$ cat config.mk
export PLATFORM = sky130hd
export DESIGN_NAME = pipe_hazard_ctrl
export DESIGN_NICKNAME = d
export VERILOG_FILES = /design/src/rtl/pipe_hazard_ctrl.sv
export SDC_FILE = /design/constraint.sdc
export NUM_CORES = 1
export LEC_CHECK = 0
export CORE_ASPECT_RATIO = 0.9
export CORE_MARGIN = 2
export CORE_UTILIZATION = 54
export CTS_BUF_LIST = sky130_fd_sc_hd__clkbuf_4
export DETAILED_ROUTE_END_ITERATION = 7
export DONT_BUFFER_PORTS = 1
export PLACE_DENSITY = 0.68
export RECOVER_POWER = 100
export SLEW_MARGIN = 25
export SYNTH_ARGS = -nofsm -noshare
export SYNTH_HDL_FRONTEND = slang
export SYNTH_SLANG_ARGS = --single-unit
export TNS_END_PERCENT = 1
$ cat constraint.sdc
create_clock -name clk -period 2.38 [get_ports clk]
set_clock_uncertainty 0.1 [all_clocks]
set_input_delay 0.595 -clock clk [delete_from_list [all_inputs] [get_ports clk]]
set_output_delay 0.595 -clock clk [all_outputs]
set_load 0.05 [all_outputs]
$ cat src/rtl/pipe_hazard_ctrl.sv
// Stall/flush sequencer for the IF->OF->ALU->DM->WB pipeline.
// Optional performance counters are built in when PERF_CNT_EN is defined.
module pipe_hazard_ctrl #(
    parameter int DM_WAIT_W  = 4,
    parameter int DM_TIMEOUT = 12
) (
    input  logic        clk,
    input  logic        rst_n,
    input  logic        is_Ld_ALU,
    input  logic [4:0]  rd_ALU,
    input  logic [4:0]  rs1_OF,
    input  logic [4:0]  rs2_OF,
    input  logic        use_rs1_OF,
    input  logic        use_rs2_OF,
    input  logic        branch_taken_ALU,
    input  logic        is_Ld_DM,
    input  logic        is_St_DM,
    input  logic        dm_ack,
    output logic        dm_req,
    output logic        stall_pc,
    output logic        stall_IFOF,
    output logic        stall_OFALU,
    output logic        stall_ALUDM,
    output logic        flush_IFOF,
    output logic        bubble_OFALU,
    output logic        bubble_DMWB,
    output logic        dm_err,
    output logic [31:0] perf_stall_cnt,
    output logic [31:0] perf_flush_cnt
);

    typedef enum logic [1:0] {
        RUN     = 2'd0,
        DM_WAIT = 2'd1,
        ERR     = 2'd2
    } state_t;

    localparam logic [DM_WAIT_W-1:0] TMO = DM_WAIT_W'(DM_TIMEOUT);
    localparam logic [DM_WAIT_W-1:0] ONE = DM_WAIT_W'(1);

    state_t               state, state_nxt;
    logic [DM_WAIT_W-1:0] wcnt, wcnt_nxt;
    logic                 mem_dm;
    logic                 dm_hold;
    logic                 load_use;

    assign mem_dm  = is_Ld_DM | is_St_DM;
    assign dm_hold = (state == ERR) | (mem_dm & ~dm_ack);
    assign load_use = is_Ld_ALU &
                      ((use_rs1_OF & (rs1_OF == rd_ALU)) |
                       (use_rs2_OF & (rs2_OF == rd_ALU)));

    // State and wait-counter registers
    always_ff @(posedge clk or negedge rst_n) begin
        if (!rst_n) begin
            state <= RUN;
            wcnt  <= '0;
        end else begin
            state <= state_nxt;
            wcnt  <= wcnt_nxt;
        end
    end

    // Next-state: track an outstanding DM access and its timeout
    always_comb begin
        state_nxt = state;
        wcnt_nxt  = wcnt;
        unique case (state)
            RUN: begin
                if (mem_dm & ~dm_ack) begin
                    state_nxt = DM_WAIT;
                    wcnt_nxt  = ONE;
                end
            end
            DM_WAIT: begin
                if (dm_ack) begin
                    state_nxt = RUN;
                    wcnt_nxt  = '0;
                end else if (wcnt == TMO) begin
                    state_nxt = ERR;
                end else begin
                    wcnt_nxt = wcnt + ONE;
                end
            end
            ERR: begin
                state_nxt = ERR;
            end
            default: begin
                state_nxt = RUN;
                wcnt_nxt  = '0;
            end
        endcase
    end

    // Outputs: Mealy priority decode, forced low while in reset
    always_comb begin
        dm_req       = 1'b0;
        stall_pc     = 1'b0;
        stall_IFOF   = 1'b0;
        stall_OFALU  = 1'b0;
        stall_ALUDM  = 1'b0;
        flush_IFOF   = 1'b0;
        bubble_OFALU = 1'b0;
        bubble_DMWB  = 1'b0;
        dm_err       = 1'b0;
        if (rst_n) begin
            dm_req = mem_dm & (state != ERR);
            dm_err = (state == ERR);
            if (dm_hold) begin
                stall_pc    = 1'b1;
                stall_IFOF  = 1'b1;
                stall_OFALU = 1'b1;
                stall_ALUDM = 1'b1;
                bubble_DMWB = 1'b1;
            end else if (branch_taken_ALU) begin
                flush_IFOF   = 1'b1;
                bubble_OFALU = 1'b1;
            end else if (load_use) begin
                stall_pc     = 1'b1;
                stall_IFOF   = 1'b1;
                bubble_OFALU = 1'b1;
            end
        end
    end

`ifdef PERF_CNT_EN
    logic [31:0] stall_cnt_q;
    logic [31:0] flush_cnt_q;

    // Count stalled and flushed cycles; both wrap naturally
    always_ff @(posedge clk or negedge rst_n) begin
        if (!rst_n) begin
            stall_cnt_q <= '0;
            flush_cnt_q <= '0;
        end else begin
            if (stall_pc)
                stall_cnt_q <= stall_cnt_q + 32'd1;
            if (flush_IFOF)
                flush_cnt_q <= flush_cnt_q + 32'd1;
        end
    end

    assign perf_stall_cnt = stall_cnt_q;
    assign perf_flush_cnt = flush_cnt_q;
`else
    assign perf_stall_cnt = 32'h0;
    assign perf_flush_cnt = 32'h0;
`endif

endmodule

==> results of run 1 <==
## what timing repair did
action / 4_1_cts / 5_1_grt
setup endpoints to repair: 0 / 1
hold buffers: 1 / 0
endpoints found under the hold margin: 6 / 0
## sequential cells by signal (all words and copies together), names as in the netlist
signal / flops
state: 2
wcnt: 4
## synth_stat cells, drive strengths merged, types with 2 or more instances
cell | number | area, um^2
a21oi | 5 | 25.0
and3 | 2 | 12.5
buf | 67 | 503
dfrtp | 6 | 150
ha | 2 | 25.0
inv | 5 | 18.8
nand2 | 7 | 26.3
nand2b | 2 | 12.5
nand3 | 4 | 20.0
nor2 | 8 | 30.0
nor4 | 2 | 18.8
o21a | 3 | 22.5
o21ai | 4 | 20.0
o22ai | 2 | 12.5
xor2 | 9 | 78.8
## area by class of cell
type                    instances  area [um^2]  share of cell area, %
inverters                       5         18.8                   2.01
repair buffers                  8         78.8                   8.42
flip-flops and latches          6          150                   16.0
clock buffers                   3         22.5                   2.41
well taps                      25         31.3                   3.34
multi-input cells             123          634                   67.8
## worst min-delay path: cells and delay by family (launching register included)
family / cells / cell delay, ps
DFF: 1 / 390
and+or+nand+nor: 1 / 60
AOI/OAI and AO/OA: 1 / 60
## worst max path at each step
| stage | endpoint | slack, ps | cells after the start |
|---|---|---|---|
| 5_1_grt | bubble_OFALU | -8 | 5 |
| 6_report | bubble_OFALU | 40 | 5 |
| 2_1_floorplan | stall_pc | -100 | 5 |
| 3_5_place_dp | bubble_OFALU | 30 | 5 |
| 4_1_cts | bubble_OFALU | 30 | 5 |
| 3_3_place_gp | bubble_OFALU | 60 | 5 |
## cells by family (layout without fill, tap and decap cells)
group	after synthesis	after routing	share of synthesized area, %
xor+xnor	10	10	8.33
other cells	1	64	0.357
fa+ha+maj	2	2	2.38
buf+inv	73	16	50.0
compound gates	18	18	11.0
simple gates	29	29	13.7
flops	6	6	14.3
## layer usage
layer  part of all wire (%)  GRT usage [%]
met5                      0              0
met2                     54           27.4
met3                     14           5.92
met4                   0.55           3.24
met1                     32           13.1
## report_power, final
group	internal [mW]	switching, mW	total, mW
logic	0.0442	0.293	0.337
registers	0.111	0.00748	0.119
clock network	0.0569	0.0346	0.0915
## per-stage QoR
stage / total power [mW] / instances
floorplan: 0.513 / 202
global placement: 0.449 / 166
detailed placement: 0.453 / 166
CTS: 0.553 / 170
global route: 0.582 / 170
finish: 0.547 / 170
==> reports/metrics.cfg, run 1 <==
[job]
cap_violations=0

[timing]
worst_slew_margin_rel_pct=60.4
hold_viol=0
tightest_slew_ps=597
period_share_pct=98.5
period_minus_slack_ps=2340
max_freq_mhz=427
finalMaxSlewViolations=0
worst_slack_ps=36.7
tns_ps=0
final-setup-viol-count=0
hold_ws_ps=444
grt_setup_unrepaired=yes

[setup_path]
arrival_ps=1650
r2r_setup_slack_ps=880
startpoint=rs1_OF[4]
cp_top_family=simple AND/OR/NAND/NOR gates
reg2reg_from=wcnt[0]$_DFFE_PN0P_
rr_worst_depth=5
worstPathMaxFanout=2
r2r_end=state[0]$_DFFE_PN0P_
path_buf_inv=1
end_kind=output pin
worstPathCellList=xor2_1, nor4_2, nand4_1, o211ai_2, buf_12
critPathSlowestCell=nor4_2
max_stage_delay_ps=250
worst-setup-path-type=input pin to output pin
critPathRequiredTime_ps=1680
worstSetupStartpointType=input pin

[synth]
synthCells=139
avgSynthCellArea_um2=7.56
yosysWarnings=0
synthArstFlopShare_pct=100
ys.flop_type=dfrtp_1
ys_types=28
syn_area_mm2=0.00105
yosysSeqAreaShare_pct=14.3
synth_edf_count=0
synth_seq_cells=6

[hold_path]
hold_end=wcnt[0]$_DFFE_PN0P_
whs_path_depth=2
hold_class=flip-flop to flip-flop
hp-start=wcnt[0]$_DFFE_PN0P_

[route]
firstDrtPassIters=6
dr_total_vias=711
remaining_drc_errors=0
postRouteAntennaNets=0
detail_route.wl_per_cell_um=9.61
initialDrtViolationCount=16
wirelength_mm=1.63
via_per_inst=4.18

[floorplan]
initial_core_util_pct=56.0
io_pins=97
die_h_um=45.9
floorplan.rows=15
chipWidth_um=50.5
dieArea_mm2=0.00232
coreArea_mm2=0.00188

[run_status]
outcome=complete, no violations

[clock_tree]
numClockSinks=6
h-tree-depth=1
clkTransAtPathRegs_ps=50
clk_path_buf_depth=2
root_buffer=clkbuf_4
postCtsResizedCells=0
clock_latency_ps=240
cts_tree=built
cts_buffers=3
postCtsSetupBuffers=0

[placed_design]
place_area_um2=912
place_congestion=0.758
hpwl_mm=1.39
port_buffers=0
dp_slack_ps=31.6

[layout]
final_cell_mix=conb_1 (64), xor2_1 (9), nor2_1 (8)
layout-drive-gt1-share_pct=9.66
diodes=0
final_common_cell=conb_1
utilization_pct=49.9
final_area_um2=936
nNetsFinal=173
fill_cells=183
area_growth_pct=-11.0

[global_route]
grt_usage_pct=13.7
antenna_found_initial=0
grt_overflow_total=0
grt_pass1_vias=550
grt_max_degree=11
grt_first_pass_wirelength_mm=2.33

[pwr]
leakage_nw=0.519
vdd_ir_drop_max_mv=0.324
power_density_mw_per_mm2=585

(Power assumes the default switching activity.)
==> run 2, diff against run 1 <==
--- a/config.mk
+++ b/config.mk
@@ -5,6 +5,7 @@
 export SDC_FILE = /design/constraint.sdc
 export NUM_CORES = 1
 export LEC_CHECK = 0
+export CAP_MARGIN = 20
 export CORE_ASPECT_RATIO = 0.9
 export CORE_MARGIN = 2
 export CORE_UTILIZATION = 54
==> results of run 2 <==
No change in the layout: final DEF, timing and power equal those of run 1.
==> run 3, diff against run 2 <==
==> constraint.sdc (replaced) <==
create_clock -name clk -period 2.45 [get_ports clk]
set_clock_uncertainty 0.1 [all_clocks]
set_input_delay 0.6125 -clock clk [delete_from_list [all_inputs] [get_ports clk]]
set_output_delay 0.6125 -clock clk [all_outputs]
set_load 0.05 [all_outputs]
==> run 3 against run 2 <==
Against the previous run: setup slack gained 56 ps; die area stayed put; via count is 1.5% lower; clock power is 1% higher; wire length rose by 5.5%; flip-flop and latch count unchanged; worst hold slack improved by 16 ps; sequential share of layout area is 0.18 points higher; design area is 0.27% lower; non-clock buffer count decreased by 1; combinational power shrank 4%; sequential power hardly changed; critical endpoint is now stall_ALUDM; largest power group unchanged; highest routed layer unchanged.
==> reports/metrics.cfg, run 3 (synthesis results as in run 1) <==
[run_status]
outcome=complete, no violations

[route]
dr_total_vias=700
remaining_drc_errors=0
postRouteAntennaNets=0
firstDrtPassIters=4
initialDrtViolationCount=8
via_per_inst=4.14
detail_route.wl_per_cell_um=10.2
wirelength_mm=1.72

[clock_tree]
clock_latency_ps=250
numClockSinks=6
root_buffer=clkbuf_4
cts_buffers=3
clk_path_buf_depth=2
cts_tree=built
h-tree-depth=1
postCtsSetupBuffers=0
clkTransAtPathRegs_ps=50

[setup_path]
critPathRequiredTime_ps=1740
worstPathMaxFanout=11
max_stage_delay_ps=470
worstPathCellList=nand2b_2, a21oi_1, clkbuf_4
worstSetupStartpointType=flip-flop
end_kind=output pin
reg2reg_from=wcnt[0]$_DFFE_PN0P_
cp_top_family=flip-flops
startpoint=state[0]$_DFFE_PN0P_
path_buf_inv=1
critPathSlowestCell=dfrtp_2
worst-setup-path-type=flip-flop to output pin
arrival_ps=1640
r2r_setup_slack_ps=910

[timing]
final-setup-viol-count=0
max_freq_mhz=424
period_minus_slack_ps=2360
hold_ws_ps=460
hold_viol=0
tns_ps=0
period_share_pct=96.2
finalMaxSlewViolations=0
grt_setup_unrepaired=no

[layout]
area_growth_pct=-11.2
layout-drive-gt1-share_pct=11.1
regMostFlops=wcnt
final_common_cell=conb_1
largest_reg_flops=4
final_area_um2=933
nNetsFinal=172
diodes=0
fill_cells=187
reg.largest.list=wcnt (4), state (2)
final_cell_mix=conb_1 (64), xor2_1 (9), nor2_1 (8)
fin_cells=169

[placed_design]
hpwl_mm=1.46
place_congestion=0.808
port_buffers=0
place_area_um2=905
numPlacedInstances=165

[hold_path]
hold_class=input pin to flip-flop
hp-start=dm_ack

[pwr]
seq_power_share_pct=22.5
switchingPower_mw=0.330
p_clk_share_pct=17.3
vdd_ir_drop_max_mv=0.304
combPwrFrac_pct=60.2
internal_power_mw=0.206
swShare_pct=61.6
leakage_nw=0.518
power_density_mw_per_mm2=574

[global_route]
grt_first_pass_wirelength_mm=2.55
grt_usage_pct=15.2
antenna_found_initial=0
grt_pass1_vias=585
grt_overflow_total=0
grt_max_degree=12

[floorplan]
chipWidth_um=50.5
initial_core_util_pct=56.0
io_pins=97
coreArea_mm2=0.00188
dieArea_mm2=0.00232
floorplan.rows=15
die_h_um=45.9

[job]
cap_violations=0

-- run 3: metal layers --
layer | wire length (um) | vias up | share of wire [%] | track usage, %
met3 | 216 | 4 | 13 | 4.61
li1 | - | 329 | - | -
met4 | 27 | 0 | 1.6 | 8.11
met1 | 535 | 323 | 31 | 14.4
met5 | 0 | - | 0 | 0
met2 | 943 | 44 | 55 | 30.0
-- run 3: layout make-up --
type                    instances  area, um^2  area share (%)
repair buffers                  7        77.6            8.31
well taps                      25        31.3            3.35
clock buffers                   3        22.5            2.41
multi-input cells             123         632            67.7
flip-flops and latches          6         151            16.2
inverters                       5        18.8            2.01
-- run 3: final timing paths --
path	depth (start not counted)	to
setup reg to reg	5	state[0]$_DFFE_PN0P_
hold / removal	2	state[0]$_DFFE_PN0P_
setup / recovery	3	stall_ALUDM
min in group asynchronous	1	state[1]$_DFFE_PN0P_
max in group asynchronous	1	state[0]$_DFFE_PN0P_
hold reg to reg	2	wcnt[0]$_DFFE_PN0P_
-- run 3: through the flow --
stage / utilization (%) / power (mW) / worst slack (ps)
finish: 49.7 / 0.536 / 92.6
floorplan: - / 0.499 / -66.0
detailed placement: 48.2 / 0.440 / 85.4
global placement: 48.2 / 0.434 / 99.4
CTS: 49.9 / 0.537 / 10.5
global route: 49.7 / 0.566 / 0.373
-- run 3: worst register-to-register path, stage by stage (launching register included) --
cell and delay (ps):
dfrtp_1 420, inv_1 90, ha_1 160, nand3_1 230
and2_1 250, o21a_1 180
-- run 3: power by group through the flow --
stage	registers, mW	logic [mW]	clock network (mW)
after global placement	0.120	0.315	0
after CTS	0.120	0.322	0.0954
after detailed placement	0.121	0.319	0
after floorplan	0.115	0.384	0
final	0.121	0.323	0.0928
after global routing	0.122	0.341	0.103
-- run 3: what timing repair did --
| item | CTS | global route |
|---|---|---|
| endpoints found under the setup margin | 0 | 4 |
| gates resized for setup | 0 | 3 |
| endpoints found under the hold margin | 6 | 0 |
| hold buffers | 1 | 0 |
